[src/rtl/tick_rate_gen_if.sv]
// tick_rate_gen_if: raw/debounced switches and rate-tick outputs of the LED front-end.
// Rev 1.0
`default_nettype none

interface tick_rate_gen_if;
  logic [1:0] sw_in;
  logic [1:0] sw_db;
  logic [1:0] sw_rise;
  logic       tick;
  logic       sq;
  logic       rate_sel;

  modport master (output sw_in, input sw_db, input sw_rise, input tick, input sq, input rate_sel);
  modport slave  (input sw_in, output sw_db, output sw_rise, output tick, output sq, output rate_sel);
endinterface

`default_nettype wire

[src/rtl/tick_rate_gen.sv]
// tick_rate_gen: switch synchroniser/debouncer plus boundary-safe fast/slow tick and square-wave generator.
// Rev 1.0
`default_nettype none

module tick_rate_gen #(
  parameter int DEB_CYC  = 1000000,
  parameter int FAST_DIV = 25000000,
  parameter int SLOW_DIV = 50000000
) (
  input  logic           clki,
  input  logic           rs,
  tick_rate_gen_if.slave bus
);

  localparam int MAX_DIV = (FAST_DIV > SLOW_DIV) ? FAST_DIV : SLOW_DIV;
  localparam int DW      = $clog2(DEB_CYC);
  localparam int PW      = $clog2(MAX_DIV);

  localparam logic [DW-1:0] DEB_LAST  = DW'(DEB_CYC - 1);
  localparam logic [PW-1:0] FAST_LAST = PW'(FAST_DIV - 1);
  localparam logic [PW-1:0] SLOW_LAST = PW'(SLOW_DIV - 1);

  logic [1:0]         meta;
  logic [1:0]         sync;
  logic [1:0]         db;
  logic [1:0]         db_nxt;
  logic [1:0]         rise;
  logic [1:0][DW-1:0] deb_cnt;
  logic [1:0][DW-1:0] deb_cnt_nxt;

  logic [PW-1:0]      pcnt;
  logic               wrap;
  logic               tick_q;
  logic               sq_q;
  logic               rate_q;

  always_ff @(posedge clki or posedge rs) begin
    if (rs) begin
      meta <= '0;
      sync <= '0;
    end else begin
      meta <= bus.sw_in;
      sync <= meta;
    end
  end

  // A bit flips only after sync has disagreed with it for DEB_CYC consecutive edges.
  always_comb begin
    db_nxt      = db;
    deb_cnt_nxt = '0;
    for (int i = 0; i < 2; i++) begin
      if (sync[i] != db[i]) begin
        if (deb_cnt[i] == DEB_LAST) begin
          db_nxt[i] = ~db[i];
        end else begin
          deb_cnt_nxt[i] = deb_cnt[i] + DW'(1);
        end
      end
    end
  end

  always_ff @(posedge clki or posedge rs) begin
    if (rs) begin
      db      <= '0;
      deb_cnt <= '0;
      rise    <= '0;
    end else begin
      db      <= db_nxt;
      deb_cnt <= deb_cnt_nxt;
      rise    <= db_nxt & ~db;
    end
  end

  assign wrap = (pcnt == (rate_q ? FAST_LAST : SLOW_LAST));

  // Rate is sampled from the registered debounced bit only at the wrap edge.
  always_ff @(posedge clki or posedge rs) begin
    if (rs) begin
      pcnt   <= '0;
      tick_q <= 1'b0;
      sq_q   <= 1'b0;
      rate_q <= 1'b0;
    end else begin
      tick_q <= wrap;
      if (wrap) begin
        pcnt   <= '0;
        sq_q   <= ~sq_q;
        rate_q <= db[1];
      end else begin
        pcnt <= pcnt + PW'(1);
      end
    end
  end

  assign bus.sw_db    = db;
  assign bus.sw_rise  = rise;
  assign bus.tick     = tick_q;
  assign bus.sq       = sq_q;
  assign bus.rate_sel = rate_q;

endmodule

`default_nettype wire

[src/flat_wrapper.sv]
// flat-port wrapper written by rule: the top's interface ports become plain ports
module tick_rate_gen_flat 
#(
  parameter int DEB_CYC  = 1000000,
  parameter int FAST_DIV = 25000000,
  parameter int SLOW_DIV = 50000000
)
  (clki, rs, bus_sw_in, bus_sw_db, bus_sw_rise, bus_tick, bus_sq, bus_rate_sel);
  tick_rate_gen_if bus_i ();
  input  logic clki;
  input  logic rs;
  input wire logic [$bits(bus_i.sw_in)-1:0] bus_sw_in;
  output wire logic [$bits(bus_i.sw_db)-1:0] bus_sw_db;
  output wire logic [$bits(bus_i.sw_rise)-1:0] bus_sw_rise;
  output wire logic [$bits(bus_i.tick)-1:0] bus_tick;
  output wire logic [$bits(bus_i.sq)-1:0] bus_sq;
  output wire logic [$bits(bus_i.rate_sel)-1:0] bus_rate_sel;
  assign bus_i.sw_in = bus_sw_in;
  assign bus_sw_db = bus_i.sw_db;
  assign bus_sw_rise = bus_i.sw_rise;
  assign bus_tick = bus_i.tick;
  assign bus_sq = bus_i.sq;
  assign bus_rate_sel = bus_i.rate_sel;
  tick_rate_gen #(.DEB_CYC(DEB_CYC), .FAST_DIV(FAST_DIV), .SLOW_DIV(SLOW_DIV)) u_core (.clki(clki), .rs(rs), .bus(bus_i));
endmodule
[config.mk]
export PLATFORM = sky130hd
export DESIGN_NAME = tick_rate_gen_flat
export DESIGN_NICKNAME = d
export VERILOG_FILES = /design/src/rtl/tick_rate_gen_if.sv /design/src/rtl/tick_rate_gen.sv /design/src/flat_wrapper.sv
export SDC_FILE = /design/constraint.sdc
export NUM_CORES = 1
export LEC_CHECK = 0
export CAP_MARGIN = 20
export CORE_ASPECT_RATIO = 1.2
export CORE_MARGIN = 1.5
export CORE_UTILIZATION = 50
export CTS_CLUSTER_DIAMETER = 100
export DETAILED_ROUTE_END_ITERATION = 10
export PLACE_DENSITY_LB_ADDON = 0.3
export SETUP_SLACK_MARGIN = 0.15
export SYNTH_ARGS = -nofsm -noshare
export SYNTH_HDL_FRONTEND = slang
export SYNTH_SLANG_ARGS = --single-unit
export TNS_END_PERCENT = 1
[constraint.sdc]
create_clock -name clki -period 2.5 [get_ports clki]
set_clock_uncertainty 0.2 [all_clocks]
set_input_delay 0.25 -clock clki [delete_from_list [all_inputs] [get_ports clki]]
set_output_delay 0.25 -clock clki [all_outputs]
set_load 0.02 [all_outputs]
==> run summary, run 1 <==
Status - completed
TritonCTS Sinks - 77
Critical Path Sink Type - register
Deepest clock path buffer count - 2
Tmin final - 2.29 ns
Wire per inst - 14.6 um
Top FF cell, synth - dfrtp_1
Die width - 82.2 um
Ant. Diodes - 0
Dpl ws - 0.184 ns
CTS tree - yes
Reg-to-Reg Start - u_core.deb_cnt[6]
Initial Utilization - 0.517
Worst skew pair latency - 0.35 ns
Num CTS Buffers - 9
Final Power - 2.37 mW
Final cell utilization of the core - 0.582
Type of element launching the critical path - register
Final period util - 0.915
Vias in the first global route - 2,811
P_leak - 1.67 nW
Number of port buffers - 10
Post-synth ARST share - 1.00
Syn avg cell area - 10.1 um2
Unrepaired setup endpoints after global routing - yes
Top delay family on crit path - simple AND/OR/NAND/NOR gates
Initial antenna violation count - 0
Clock transition at path regs - 0.08 ns
Worst EP required - 2.53 ns
Max cap viols - 0
Power Dens Cells - 560 mW/mm2
Worst-case reg-to-reg path depth - 4
Cts hold-fix bufs - 0
VDD IR max - 419 uV
Critical path startpoint - u_core.deb_cnt[6]
Leading area contributor after synthesis - dfrtp_1
Ports - 11
Critical path class - reg2reg
Crit path to - u_core.bus.sw_db[0]
Worst R2R Setup Slack - 0.21 ns
Maximum clock rate - 437 MHz
Drt first pass iters - 4
# DRC - 0
Initial DRC Count - 151
Total gr overflow - 0
WL final - 7040 um
Post-synth cell types - 43
Top cell type's share of synthesized area - 0.512
Synth area leaders - dfrtp_1 51%, xnor2_1 4.9%, xor2_1 4.4%
Global-route wire length before repair - 12,200 um
Post-synth EDFFs - 0
Netlist Area Pre-Place - 0.00376 mm2
GR Util All Layers - 0.194
Share of layout cells above drive strength 1 - 0.102
Fin. Hold Viols - 0
Flops & latches, synth - 77
Layout Nets - 395
Fin worst setup slack - 0.213 ns
Die area - 0.00805 mm2
Routed Antenna Nets - 0
Vias per std cell - 5.86
Seq/Total Area, Yosys - 0.512
Worst-path cell chain - or4_1, nor4_1, nand3_1, mux2_2
Stages on worst setup path - 4
Relative slew slack - 0.634
CP bufs+invs - 0
CP Max Fanout - 5
CP peak stage delay - 0.51 ns
Class of the worst hold path - in2async
Reg-to-Reg End - u_core.bus.sw_db[0]
Die Height - 98.0 um
HPWL after DPL - 4630 um
Syn_nets - 381
Slew Limit Fails - 0
Num rows - 34
Slew @ Worst Pin - 0.545 ns
H-tree depth - 3
Root buffer cell - clkbuf_8
Via Count - 2,832
Placer congestion estimate - 0.828
Core Region - 0.00727 mm2
Endpoints failing setup - 0
CP arrival - 2.31 ns
Pin count of the biggest net entering global routing - 78
Area grow syn2layout - 12.5%
CP max stage cell - or4_1
Synth warn - 0
Post-Synthesis Cells - 374
Setup TNS - 0 ns
Postcts setup bufs - 0
routing by layer:
| metal | track usage | up-vias | wire [um] |
|---|---|---|---|
| li1 | - | 1385 | - |
| met1 | 0.243 | 1383 | 3270 |
| met2 | 0.318 | 49 | 3430 |
| met3 | 0.0327 | 15 | 180 |
| met4 | 0.0991 | 0 | 163 |
| met5 | 0 | - | 0 |
power by group:
part           switching [mW]  internal (mW)
clock                   0.443          0.598
combinational          0.0423         0.0198
sequential             0.0117           1.26
total                   0.497           1.87
layout by cell type (no fill, tap or decap), drive strengths merged, types with 3 or more instances in the layout:
master and instances:
nor4b 3, nor3 5, nand4 18, nand2 19, inv 11, xnor2 21, and3 9, or4 15
o21ai 13, o31ai 10, ha 3, buf 6, or3 13, clkdlybuf4s50 10, and4 7, nand3 24
clkbuf 14, nand4b 3, nand2b 3, a21oi 24, nor4 7, dfrtp 77, xor2 19, nor2 39
worst reg2reg max path, stage by stage, from the launching register on:
cell and delay, ns:
dfrtp_1 0.43, or4_1 0.51, nor4_1 0.48, nand3_1 0.23, mux2_2 0.32
cell families after synthesis:
kind of cell | count (synthesis) | synth area share
and+or+nand+nor | 173 | 0.261
AOI/OAI and AO/OA | 53 | 0.0865
xor gates and xnor gates | 40 | 0.0931
buffers and inverters | 25 | 0.0283
DFF | 77 | 0.512
adders and majority gates | 3 | 0.00998
muxes | 3 | 0.00865
synth_stat cells, types with 2 or more instances:
library cell,count
a2111oi_2,2
a21oi_1,23
and2_1,2
and3_1,8
and4_1,7
buf_2,7
clkbuf_1,5
dfrtp_1,77
ha_1,3
inv_1,12
mux2_2,2
nand2_1,19
nand2b_1,3
nand3_1,22
nand3_2,2
nand4_1,18
nand4b_1,3
nor2_1,39
nor3_1,5
nor4_1,7
nor4b_1,3
nor4bb_1,2
o21ai_0,13
o31ai_1,10
or3_1,10
or3_2,3
or4_1,13
xnor2_1,21
xor2_1,19
metrics by stage:
step	std cells	hold slack [ns]	area [um2]
3_3_place_gp	467	0.132	3990
5_1_grt	483	0.131	4230
2_1_floorplan	374	0.0814	3760
3_5_place_dp	467	0.136	3990
6_report	483	0.142	4230
4_1_cts	483	0.129	4220
layout make-up:
cell class / count / area [um2]
inverters: 12 / 48.8
multi-input cells: 272 / 1760
clock inverters: 2 / 37.5
repair buffers: 16 / 158
fillers: 619 / 3040
well taps: 90 / 113
clock buffers: 14 / 193
flip-flops and latches: 77 / 1930
worst min path at each step:
stage / startpoint / end / slack (ns)
after floorplan: bus_sw_in[0] / u_core.meta[0] / 0.08
after global placement: u_core.meta[1] / u_core.sync[1] / 0.13
after detailed placement: u_core.meta[1] / u_core.sync[1] / 0.14
after CTS: bus_sw_in[0] / u_core.meta[0] / 0.13
after global routing: bus_sw_in[0] / u_core.meta[0] / 0.13
final: rs / u_core.deb_cnt[9] / 0.14
repair_timing:
item | 4_1_cts | 5_1_grt
gates resized for setup | 0 | 3
endpoints found under the hold margin | 0 | 0
setup endpoints to repair | 0 | 12
flip-flops by register name, indices dropped and copies added (netlist names):
name / cells
u_core.pcnt: 26
u_core.bus.sw_rise: 2
u_core.bus.sw_db: 2
u_core.bus.rate_sel: 1
u_core.meta: 2
u_core.deb_cnt: 40
u_core.bus.tick: 1
u_core.bus.sq: 1
u_core.sync: 2
(Power assumes the default switching activity.)
==> run 2, diff against run 1 <==
--- a/config.mk
+++ b/config.mk
@@ -5,6 +5,7 @@
 export SDC_FILE = /design/constraint.sdc
 export NUM_CORES = 1
 export LEC_CHECK = 0
+export ABC_AREA = 1
 export CAP_MARGIN = 20
 export CORE_ASPECT_RATIO = 1.2
 export CORE_MARGIN = 1.5
==> run summary, run 2 <==
Status - completed
Total gr overflow - 0 (unchanged)
Most frequent cells in the layout - 147 x nand2_1, 139 x nor2_1, 76 x dfrtp_1
Share of layout cells above drive strength 1 - 0.0618 (-0.0400)
Count leader, synth - nand2_1
GR Util All Layers - 0.223 (+0.0283)
Ports - 11 (unchanged)
Flops & latches, synth - 77 (unchanged)
Hold WS - 0.134 ns (-0.00876 ns)
CP arrival - 1.59 ns (-0.72 ns)
Pin count of the biggest net entering global routing - 43 (-45%)
HP Start - bus_sw_in[1]
Num rows - 37 (+8.8%)
Placer congestion estimate - 0.951 (+15%)
Vias per std cell - 5.11 (-13%)
Seq/Total Area, Yosys - 0.443 (-0.0691)
CTS tree - yes
Area grow syn2layout - 10.4%
Leading area contributor after synthesis - dfrtp_1
Synth area leaders - dfrtp_1 44%, nand2_1 13%, nor2_1 12%
HPWL after DPL - 7000 um (+51%)
WL final - 9390 um (+33%)
TritonCTS Sinks - 77 (unchanged)
Relative slew slack - 0.656 (+0.0227)
VDD IR max - 228 uV (-46%)
Top cell type's share of synthesized area - 0.443 (-0.0691)
Worst EP required - 2.05 ns (-0.48 ns)
Fin area - 0.00480 mm2 (+13%)
Drt first pass iters - 5 (+1)
Deepest clock path buffer count - 2 (unchanged)
Placed Instance Area - 0.00460 mm2 (+15%)
Post-synth EDFFs - 0 (unchanged)
Netlist Area Pre-Place - 0.00435 mm2 (+16%)
Power Dens Cells - 473 mW/mm2 (-15%)
Final period util - 0.818 (-0.0969)
Slew Limit Fails - 0 (unchanged)
Die Height - 105 um (+7.3%)
Top delay family on crit path - buffers and inverters
Critical Path Sink Type - output port
Global-route wire length before repair - 16,100 um (+32%)
Via Count - 3,821 (+35%)
Most flop-heavy register - u_core.deb_cnt
Fin. Hold Viols - 0 (unchanged)
Wire per inst - 12.6 um (-14%)
# DRC - 0 (unchanged)
Critical path startpoint - u_core.bus.rate_sel
Initial DRC Count - 185 (+23%)
CP peak stage delay - 0.68 ns (+0.17 ns)
P_leak - 2.10 nW (+25%)
Number of port buffers - 10 (unchanged)
Class of the worst hold path - in2reg
Tmin final - 2.04 ns (-0.242 ns)
Synth warn - 0 (unchanged)
Syn_nets - 612 (+61%)
Type of element launching the critical path - register
Reg-to-Reg Start - u_core.pcnt[0]
Top FF cell, synth - dfrtp_1
Root buffer cell - clkbuf_8
Unrepaired setup endpoints after global routing - no
Post-synth ARST share - 1.00 (unchanged)
Slew @ Worst Pin - 0.516 ns (-0.0298 ns)
Core Region - 0.00852 mm2 (+17%)
Largest register FFs - 40 (unchanged)
Worst-path cell chain - clkdlybuf4s50_1
Worst skew pair latency - 0.36 ns (about the same)
Top cells by count, synth - 147 x nand2_1, 139 x nor2_1, 77 x dfrtp_1
Final Power - 2.27 mW (-4.2%)
Post-Synthesis Cells - 605 (+62%)
Die width - 88.1 um (+7.2%)
Num CTS Buffers - 9 (unchanged)
CP max stage cell - clkdlybuf4s50_1
Critical path class - reg2out
Post-synth cell types - 28 (-35%)
H-tree depth - 3 (unchanged)
Die area - 0.00927 mm2 (+15%)
Routed Antenna Nets - 0 (unchanged)
Vias in the first global route - 3,653 (+30%)
CP bufs+invs - 1 (+1)
Final cell utilization of the core - 0.563 (-0.0182)
CP Max Fanout - 18 (+13)
Maximum clock rate - 489 MHz (+12%)
Initial antenna violation count - 0 (unchanged)
Endpoints failing setup - 0 (unchanged)
Top flop regs - u_core.deb_cnt x40, u_core.pcnt x26
Initial Utilization - 0.510 (-0.00660)
Ant. Diodes - 0 (unchanged)
Commonest non-fill, non-tap cell in the layout - nand2_1
Setup TNS - 0 ns (unchanged)
Max cap viols - 0 (unchanged)
Syn avg cell area - 7.19 um2 (-29%)
Clock transition at path regs - 0.08 ns (about the same)
Layout Nets - 633 (+60%)
==> run 2: power by group <==
| group | switching [mW] | leakage (nW) | internal (mW) |
|---|---|---|---|
| combinational | 0.0467 | 0.959 | 0.0211 |
| sequential | 0.00756 | 1.05 | 1.26 |
| clock | 0.478 | 0.0918 | 0.464 |
==> run 2: metrics by stage <==
step / instances / setup WS [ns]
after floorplan: 605 / 0.726
after global placement: 732 / 0.500
after detailed placement: 732 / 0.400
after CTS: 748 / 0.246
after global routing: 748 / 0.238
final: 748 / 0.456
==> run 2: final timing paths <==
| path | end | slack (ns) | cells after the start |
|---|---|---|---|
| worst max-delay path | bus_rate_sel | 0.46 | 1 |
| worst max register to register | u_core.bus.sq | 0.49 | 10 |
| worst min-delay path | u_core.meta[1] | 0.13 | 1 |
| min in group asynchronous | u_core.deb_cnt[23] | 0.17 | 3 |
| worst min register to register | u_core.sync[0] | 0.16 | 0 |
| max in group asynchronous | u_core.pcnt[7] | 1.53 | 3 |
==> run 2: routing by layer <==
layer | global-route usage | wire length, um | vias up
li1 | - | - | 1936
met2 | 0.366 | 4530 | 98
met5 | 0 | 0 | -
met1 | 0.277 | 4220 | 1765
met3 | 0.0521 | 414 | 22
met4 | 0.0926 | 231 | 0
==> run 2: logic make-up (layout without fill, tap and decap cells) <==
family / after synthesis / after routing / synth area share
xor+xnor: 31 / 31 / 0.0624
flops: 77 / 77 / 0.443
fa+ha+maj: 3 / 3 / 0.00863
buf+inv: 78 / 104 / 0.0714
compound gates: 28 / 28 / 0.0345
simple gates: 388 / 388 / 0.380
==> run 2: cell type report <==
type | count | area, um2
sequential | 77 | 1930
clock buffer | 9 | 124
multi-input combinational | 450 | 2110
timing repair buffer | 15 | 138
clock inverter | 7 | 75.1
fill | 835 | 3720
tap | 117 | 146
inverter | 73 | 278
==> run 2: repair_timing <==
item,4_1_cts,5_1_grt
hold buffers,0,0
resized for setup,0,1
endpoints found under the setup margin,0,6
setup buffers,0,0
==> run 2: worst reg2reg max path, stage by stage, from the launching register on <==
cell and delay (ns):
dfrtp_1 0.39, ha_1 0.25, nand2_2 0.11, nor2_4 0.16, inv_2 0.06, nor2_1 0.15, nand2_1 0.09, nor2_1 0.20
nand2_1 0.17, nand2_1 0.09, nand2_1 0.05
